--- config.mk ---
export PLATFORM = sky130hd
export DESIGN_NAME = fsm_seq_detector_param
export DESIGN_NICKNAME = d
export VERILOG_FILES = /design/src/rtl/fsm_seq_detector_param.sv
export SDC_FILE = /design/constraint.sdc
export NUM_CORES = 1
export LEC_CHECK = 0
export CORE_AREA = 3 3 40 42
export DETAILED_ROUTE_END_ITERATION = 8
export DIE_AREA = 0 0 43 45
export PLACE_DENSITY = 0.44
export SKIP_LAST_GASP = 1
export SLEW_MARGIN = 15
export SYNTH_ARGS = -nofsm -noshare
export SYNTH_HDL_FRONTEND = slang
export SYNTH_SLANG_ARGS = --single-unit
--- constraint.sdc ---
create_clock -name Clock -period 0.9 [get_ports Clock]
set_input_delay 0.135 -clock Clock [delete_from_list [all_inputs] [get_ports Clock]]
set_output_delay 0.135 -clock Clock [all_outputs]
set_load 0.005 [all_outputs]
--- src/rtl/fsm_seq_detector_param.sv ---
`default_nettype none
// ============================================================================
// Module   : fsm_seq_detector_param
// Purpose  : Parametrised serial sequence detector. Samples one bit of Din on
//            every enabled clock edge and pulses Dout for one cycle each time
//            the last LEN sampled bits equal PATTERN (MSB received first).
//            Matching may overlap (OVERLAP=1) or restart from an empty window
//            after each hit (OVERLAP=0).
// Options  : define FSM_SEQ_DET_COUNT_EN to build the saturating CNT_W-bit
//            match counter; without it Count is tied to zero.
// Revision : 1.0 - initial release
// ============================================================================
module fsm_seq_detector_param #(
  parameter int unsigned         LEN     = 3,
  parameter logic [LEN-1:0]      PATTERN = 3'b101,
  parameter int unsigned         OVERLAP = 1,
  parameter int unsigned         CNT_W   = 8
) (
  input  logic             Clock,
  input  logic             Reset,
  input  logic             Enable,
  input  logic             Din,
  output logic             Dout,
  output logic [CNT_W-1:0] Count
);

  // fill counts 0..LEN, so it needs enough bits to hold LEN itself
  localparam int unsigned        FILL_W   = $clog2(LEN + 1);
  localparam logic [FILL_W-1:0]  FILL_MAX = FILL_W'(LEN);
  localparam logic [FILL_W-1:0]  FILL_ARM = FILL_W'(LEN - 1);

  typedef enum logic [1:0] {
    S_FILL = 2'd0,
    S_HUNT = 2'd1,
    S_HIT  = 2'd2
  } state_t;

  state_t             state_q, state_d;
  logic [LEN-1:0]     hist_q, hist_d;
  logic [FILL_W-1:0]  fill_q, fill_d;
  logic [FILL_W-1:0]  fill_inc;
  logic [LEN-1:0]     hist_shift;
  logic               match;
  logic               hist_msb_unused;

  // The oldest history bit falls off the end of the shift and is never compared
  assign hist_msb_unused = hist_q[LEN-1];
  assign hist_shift      = {hist_q[LEN-2:0], Din};
  assign fill_inc        = (fill_q == FILL_MAX) ? fill_q : fill_q + FILL_W'(1);

  // Next-state logic: window update, match detection and FSM transitions
  always_comb begin
    state_d = state_q;
    hist_d  = hist_q;
    fill_d  = fill_q;
    match   = 1'b0;
    if (Enable) begin
      hist_d = hist_shift;
      match  = (hist_shift == PATTERN) && (fill_q >= FILL_ARM);
      if (match) begin
        state_d = S_HIT;
        if (OVERLAP == 0) begin
          // Non-overlapping: the matched bits cannot seed the next match
          hist_d = '0;
          fill_d = '0;
        end else begin
          fill_d = fill_inc;
        end
      end else begin
        fill_d  = fill_inc;
        state_d = (fill_inc == FILL_MAX) ? S_HUNT : S_FILL;
      end
    end else begin
      // A gap always drops out of HIT so the pulse never stretches
      state_d = (fill_q == FILL_MAX) ? S_HUNT : S_FILL;
    end
  end

  // State, history and fill registers with synchronous reset priority
  always_ff @(posedge Clock) begin
    if (Reset) begin
      state_q <= S_FILL;
      hist_q  <= '0;
      fill_q  <= '0;
    end else begin
      state_q <= state_d;
      hist_q  <= hist_d;
      fill_q  <= fill_d;
    end
  end

  // Moore output: high exactly while the FSM sits in HIT
  assign Dout = (state_q == S_HIT);

`ifdef FSM_SEQ_DET_COUNT_EN
  logic [CNT_W-1:0] count_q;

  // Saturating match counter, bumped on every entry into HIT
  always_ff @(posedge Clock) begin
    if (Reset) begin
      count_q <= '0;
    end else if (match && (count_q != {CNT_W{1'b1}})) begin
      count_q <= count_q + CNT_W'(1);
    end
  end

  assign Count = count_q;
`else
  assign Count = '0;
`endif

endmodule
`default_nettype wire

=== Yosys cells after proc, flatten, opt, wreduce, memory -nomap -nowiden ===
Index checks and enable logic that the tools add are counted.

* Add/subtract/negate cells: 1
* Order comparisons: 1
* Eq/ne operators: 4
* Multiplexer cells: 5
* Reductions and logical operators: 1

{| class="wikitable"
|+ Operators with widths
! operator !! number
|-
| $eq A2 B2 Y1 const B || 3
|-
| $mux W2 || 3
|-
| $eq A3 B3 Y1 const B || 1
|-
| $add A2 B1 Y2 const B || 1
|-
| $ge A2 B2 Y1 const B || 1
|-
| $mux W1 || 2
|-
| $logic_and A1 B1 Y1 || 1
|}

* Register bits after elaboration: 6
* Input port bits: 4
* Output and inout bits: 9
* Logic and storage cells: 15

=== Logic depth before layout (Yosys ltp) ===
Gate-level depths: netlist (run 1).

* Depth after elaboration: 6
* Depth in mapped cells: 3
* Mapped depth without buffers: 2

=== Least setup slack after synthesis (run 1) ===
No wires, ideal clock.

* Path kind: register -> register
* Start point: register hist_q[0]
* End point: register state_q[0]
* Library setup time: 0.123 ns
* Arrival time: 0.609 ns
* Data required time: 0.777 ns
* Path slack: 0.168 ns
* Cell stages (with the launch flop): 3
* Buffers on the path: 0
* Clock period less this slack: 0.732 ns
* Cell sequence: dfxtp_1 > nand4b_1 > nor3b_2

* Cells in the longest elaborated chain, start to end: 4

{| class="wikitable"
|+ Ends and longest elaborated chain
! item !! line !! source
|-
| start: declaration || 39 || <nowiki>logic [LEN-1:0] hist_q, hist_d;</nowiki>
|-
| start signal: assignment || 87 || <nowiki>hist_q <= hist_d;</nowiki>
|-
| $eq A3 B3 Y1 || 59 || <nowiki>match = (hist_shift == PATTERN) && (fill_q >= FILL_ARM);</nowiki>
|-
| $logic_and A1 B1 Y1 || 59 ||
|-
| $mux W2 || 60 || <nowiki>if (match) begin</nowiki>
|-
| $mux W2 || 57 || <nowiki>if (Enable) begin</nowiki>
|-
| end signal: assignment || 86 || <nowiki>state_q <= state_d;</nowiki>
|-
| end: declaration || 38 || <nowiki>state_t state_q, state_d;</nowiki>
|}

No other way between the ends.
A chain may end at the register's enable or synchronous reset.

=== Worst setup path in the final report (run 1) ===
* Start point: register state_q[1]
* End point: output port Dout

* Cells in the longest elaborated chain, start to end: 1

{| class="wikitable"
|+ Ends and longest elaborated chain
! item !! line !! source
|-
| $eq A2 B2 Y1 || 93 || <nowiki>assign Dout = (state_q == S_HIT);</nowiki>
|-
| end: declaration || 23 || <nowiki>output logic Dout,</nowiki>
|}

No other way between the ends.

==> out/results.tsv, run 1 <==
metric	value	unit
Pint	0.456	mW
Final setup viols	0	
row count	13	
first-pass GRT wire length	614	µm
CTS tree	yes	
Detail Route Antenna Nets	0	
post-route setup slack	18.3	ps
initial core utilization	22.4	%
Worst Path Buf+Inv	1	
crit path max fanout	1	
most frequent cells in the layout	conb_1, dfxtp_1, nor2_1	
switch share	20.8	%
WL final	422	µm
area grow syn2layout	14.3	%
n_diodes	0	
crit-path cells	nor2b_1, buf_2	
syn avg cell area	9.59	µm²
clock power share	40.7	%
overall routing resource usage	4.84	%
Final Core Density	25.6	%
Req. time, crit path	760	ps
cell taking the most area after synthesis	dfxtp_1	
Die H	45	µm
part of the Yosys area used for sequential elements	41.7	%
# port buffers	4	
violation count after the first detailed-route iteration	2	
synthesized flop and latch total	6	
fin crit share	98.0	%
critical path arrival	750	ps
vias per inst	3.69	
Filler cells	145	
setup TNS	0	ps
switching power	0.120	mW
layout cells sized above 1	19.4	%
CP endpoint kind	output port	
Synth area leaders	dfxtp_1, buf_4, mux2i_1	
DPL Wire Length	361	µm
post-layout minimum cycle time	882	ps
Synth top area share	41.7	%
CTS Hold Bufs	0	
maximum vdd drop	1050	µV
count of final hold-check violations	0	
total grt overflow	0	
Worst path slowest cell	dfxtp_1	
Worst-Skew Late Latency	240	ps
pre-CTS WS	-271	ps
vias	188	
FF/Latch Area	120	µm²
Mapped Area	288	µm²
Peak Freq	1.13	GHz
Setup Skew	0.980	ps
outcome	complete, no violations	
Die X	43	µm
Logic pwr share	9.5	%
H-tree levels	1	
PwrDens	1750	nW/µm²
Die ar.	1940	µm²
Critical Path Start Type	flop	
GP Congestion	0.665	
worst hold margin	433	ps
RSZ-0062 raised after global routing	yes	
number of global-route vias before repair	170	
Longest Clk Path Bufs	2	
CTS Buf Count	3	
clk root buf	clkbuf_4	
Post-layout nets	42	
Hold WC Path Type	in -> reg	
largest net degree at the start of global routing	7	
area of the multi-input gates	126	µm²
DR DRC count	0	
Cell variety after synth	12	
mean routed wirelength per cell	8.27	µm
Core ar.	1280	µm²
commonest non-fill, non-tap cell in the layout	conb_1	
clk slew on worst S/H paths	40	ps
post-synthesis instance total	30	
critical path's largest stage delay	290	ps
CTS sink cnt	6	
drt pass-1 iters	4	
P_leak	0.151	nW
initial antenna violation count	0	
Sequential Power Share	49.9	%
crit-path leading delay family	flip-flops	
PnR Total Power	0.576	mW
max capacitance violation total	0	
# IOs	13	
kind of critical path	reg -> out	
max-slew violation total from the final report	0	
Synth warnings	0	
==> stage by stage <==
step	std cells	cell area, µm²
floorplan	37	314
global placement	48	313
detailed placement	48	313
CTS	51	329
global route	51	329
finish	51	329
==> routing by layer <==
layer | global-route usage (%) | vias to the layer above | part of all wire [%] | routed length (µm)
met4 | 1.81 | 0 | 2.1 | 9
met1 | 3.63 | 81 | 35 | 146
met5 | 0 | - | 0 | 0
met3 | 5.98 | 2 | 12 | 50
met2 | 7.49 | 10 | 51 | 215
li1 | - | 95 | - | -
==> worst reg2reg max path, stage by stage, from the launching register on <==
cell	delay (ps)
dfxtp_1	310
nand4b_1	180
nor3b_2	170
==> registers in the layout, indices dropped and copies added, names as in the netlist <==
register / count
hist_q: 2
fill_q: 2
state_q: 2
==> power groups by stage <==
| stage | registers [mW] | logic (mW) | clock network [mW] |
|---|---|---|---|
| floorplan | 0.289 | 0.0613 | 0 |
| global placement | 0.291 | 0.0546 | 0 |
| detailed placement | 0.292 | 0.0553 | 0 |
| CTS | 0.287 | 0.0538 | 0.252 |
| global route | 0.289 | 0.0610 | 0.262 |
| finish | 0.287 | 0.0545 | 0.235 |
==> path summary, 6_finish.rpt <==
kind / startpoint / end / slack [ps] / cells after the start
max: state_q[1]$_SDFF_PP0_ / Dout / 20 / 2
min reg2reg: hist_q[1]$_SDFFE_PP0P_ / state_q[1]$_SDFF_PP0_ / 500 / 2
min: Enable / state_q[1]$_SDFF_PP0_ / 430 / 3
max reg2reg: hist_q[0]$_SDFFE_PP0P_ / state_q[0]$_SDFF_PP0_ / 120 / 2
==> logic make-up (layout without fill, tap and decap cells) <==
logic type             Yosys count  in the layout  synth area share, %
muxes                            2              2                 6.96
DFF                              6              6                 41.7
AOI/OAI and AO/OA                1              1                 1.74
buffers and inverters            9              8                 23.5
and+or+nand+nor                 11             11                 24.8
other                            1              8                 1.30
==> layout make-up <==
class | count | area share [%]
Clock buffer | 3 | 6.84
Multi-Input combinational cell | 22 | 38.4
Sequential cell | 6 | 36.5
Tap cell | 15 | 5.70
Timing Repair Buffer | 5 | 12.5
==> synth_stat cells (all sizes together) <==
| cell type | number |
|---|---|
| buf | 9 |
| conb | 1 |
| nor2b | 1 |
| nand4b | 1 |
| nor3b | 1 |
| and3b | 1 |
| nor3 | 1 |
| nor2 | 5 |
| mux2i | 2 |
| dfxtp | 6 |
| a21oi | 1 |
| nand2b | 1 |
==> repair_timing <==
action                     CTS  global route
resized for setup            5             0
setup endpoints to repair    2             1
setup buffers                0             0
Power figures use the tool's default switching activity.
==> run 2: changes to the inputs <==
Settings changed: CTS_CLUSTER_SIZE set to 28, SKIP_CTS_REPAIR_TIMING set to 1.
==> out/results.tsv, run 2 (synthesized netlist as in run 1, its figures left out) <==
metric	value	unit	change
outcome	complete, no violations		
Core ar.	1280	µm²	unchanged
DR DRC count	0		unchanged
cell area after layout	335	µm²	+1.9%
R2R depth	2		unchanged
Setup Skew	0.980	ps	unchanged
area of the multi-input gates	129	µm²	+2.0%
area grow syn2layout	16.5	%	
CP endpoint kind	output port		
crit path max fanout	1		unchanged
total grt overflow	0		unchanged
Final Core Density	26.1	%	+0.49 points
violation count after the first detailed-route iteration	2		unchanged
post-layout minimum cycle time	894	ps	+12.0 ps
layout cells sized above 1	22.2	%	+2.8 points
FF/Latch Area	120	µm²	unchanged
CTS Buf Count	3		unchanged
Hold Path Depth	3		unchanged
Sequential Power Share	49.8	%	about the same
maximum vdd drop	1050	µV	about the same
P_leak	0.157	nW	+4.5%
Logic pwr share	9.6	%	about the same
first-pass GRT wire length	614	µm	unchanged
WL final	430	µm	+1.9%
overall routing resource usage	4.84	%	unchanged
Worst-Skew Late Latency	240	ps	about the same
mean routed wirelength per cell	8.43	µm	+1.9%
worst hold margin	321	ps	-112 ps
Peak Freq	1.12	GHz	-1.3%
vias	190		+1.1%
Pint	0.457	mW	+0.26%
row count	13		unchanged
max capacitance violation total	0		unchanged
vias per inst	3.73		+1.1%
clock power share	40.6	%	about the same
clk root buf	clkbuf_4		
Detail Route Antenna Nets	0		unchanged
switch share	20.8	%	about the same
fin crit share	99.3	%	+1.3 points
CTS sink cnt	6		unchanged
max-slew violation total from the final report	0		unchanged
PwrDens	1720	nW/µm²	-1.6%
DPL Wire Length	361	µm	unchanged
count of final hold-check violations	0		unchanged
commonest non-fill, non-tap cell in the layout	conb_1		
critical path arrival	760	ps	about the same
H-tree levels	1		unchanged
biggest regs	fill_q (2), hist_q (2), state_q (2)		
clk slew on worst S/H paths	40	ps	about the same
number of global-route vias before repair	170		unchanged
n_diodes	0		unchanged
largest net degree at the start of global routing	7		unchanged
Critical Path Start Type	flop		
switching power	0.120	mW	+0.19%
Final setup viols	0		unchanged
CTS tree	yes		
most frequent cells in the layout	conb_1, dfxtp_1, nor2_1		
Die ar.	1940	µm²	unchanged
Req. time, crit path	760	ps	about the same
# port buffers	4		unchanged
Longest Clk Path Bufs	2		unchanged
Filler cells	147		+1.4%
initial core utilization	22.4	%	unchanged
Post-layout nets	42		unchanged
Die X	43	µm	unchanged
# IOs	13		unchanged
Hold WC Path Type	in -> reg		
RSZ-0062 raised after global routing	yes		
kind of critical path	reg -> out		
drt pass-1 iters	4		unchanged
GP Congestion	0.665		unchanged
Area after DPL	313	µm²	unchanged
Die H	45	µm	unchanged
initial antenna violation count	0		unchanged
-- run 2: worst max-delay path, cell delays in order (launching register included) --
cell	delay (ps)
dfxtp_1	290
nor2b_2	130
clkbuf_2	100
-- run 2: metrics by stage --
step	total power, mW	setup TNS, ps	setup WS [ps]	cells
finish	0.578	0	6.38	51
floorplan	0.350	0	168	37
CTS	0.594	-409	-391	51
global placement	0.345	-1130	-260	48
detailed placement	0.347	-1260	-271	48
global route	0.613	-64.8	-64.8	51
-- run 2: area by class of cell --
| cell class | count | share of cell area (%) |
|---|---|---|
| sequential | 6 | 35.8 |
| tap | 15 | 5.60 |
| timing repair buffer | 5 | 13.4 |
| multi-input combinational | 22 | 38.4 |
| clock buffer | 3 | 6.72 |
-- run 2: power groups by stage --
stage	sequential [mW]	combinational [mW]	clock [mW]
floorplan	0.289	0.0613	0
global placement	0.291	0.0546	0
detailed placement	0.292	0.0553	0
CTS	0.287	0.0556	0.252
global route	0.289	0.0622	0.262
finish	0.288	0.0557	0.235
-- run 2: path summary, 6_finish.rpt --
path | startpoint | endpoint | slack (ps)
worst max-delay path | state_q[1]$_SDFF_PP0_ | Dout | 6
worst min-delay path | Enable | state_q[1]$_SDFF_PP0_ | 320
worst max register to register | hist_q[0]$_SDFFE_PP0P_ | state_q[0]$_SDFF_PP0_ | 120
worst min register to register | hist_q[1]$_SDFFE_PP0P_ | state_q[1]$_SDFF_PP0_ | 500
-- run 2: per-layer routing --
metal  track usage (%)  vias up  part of all wire [%]
met5                 0        -                     0
met4              1.81        0                   2.1
met3              5.98        2                    11
met2              7.49       10                    51
met1              3.63       83                    35
li1                  -       95                     -
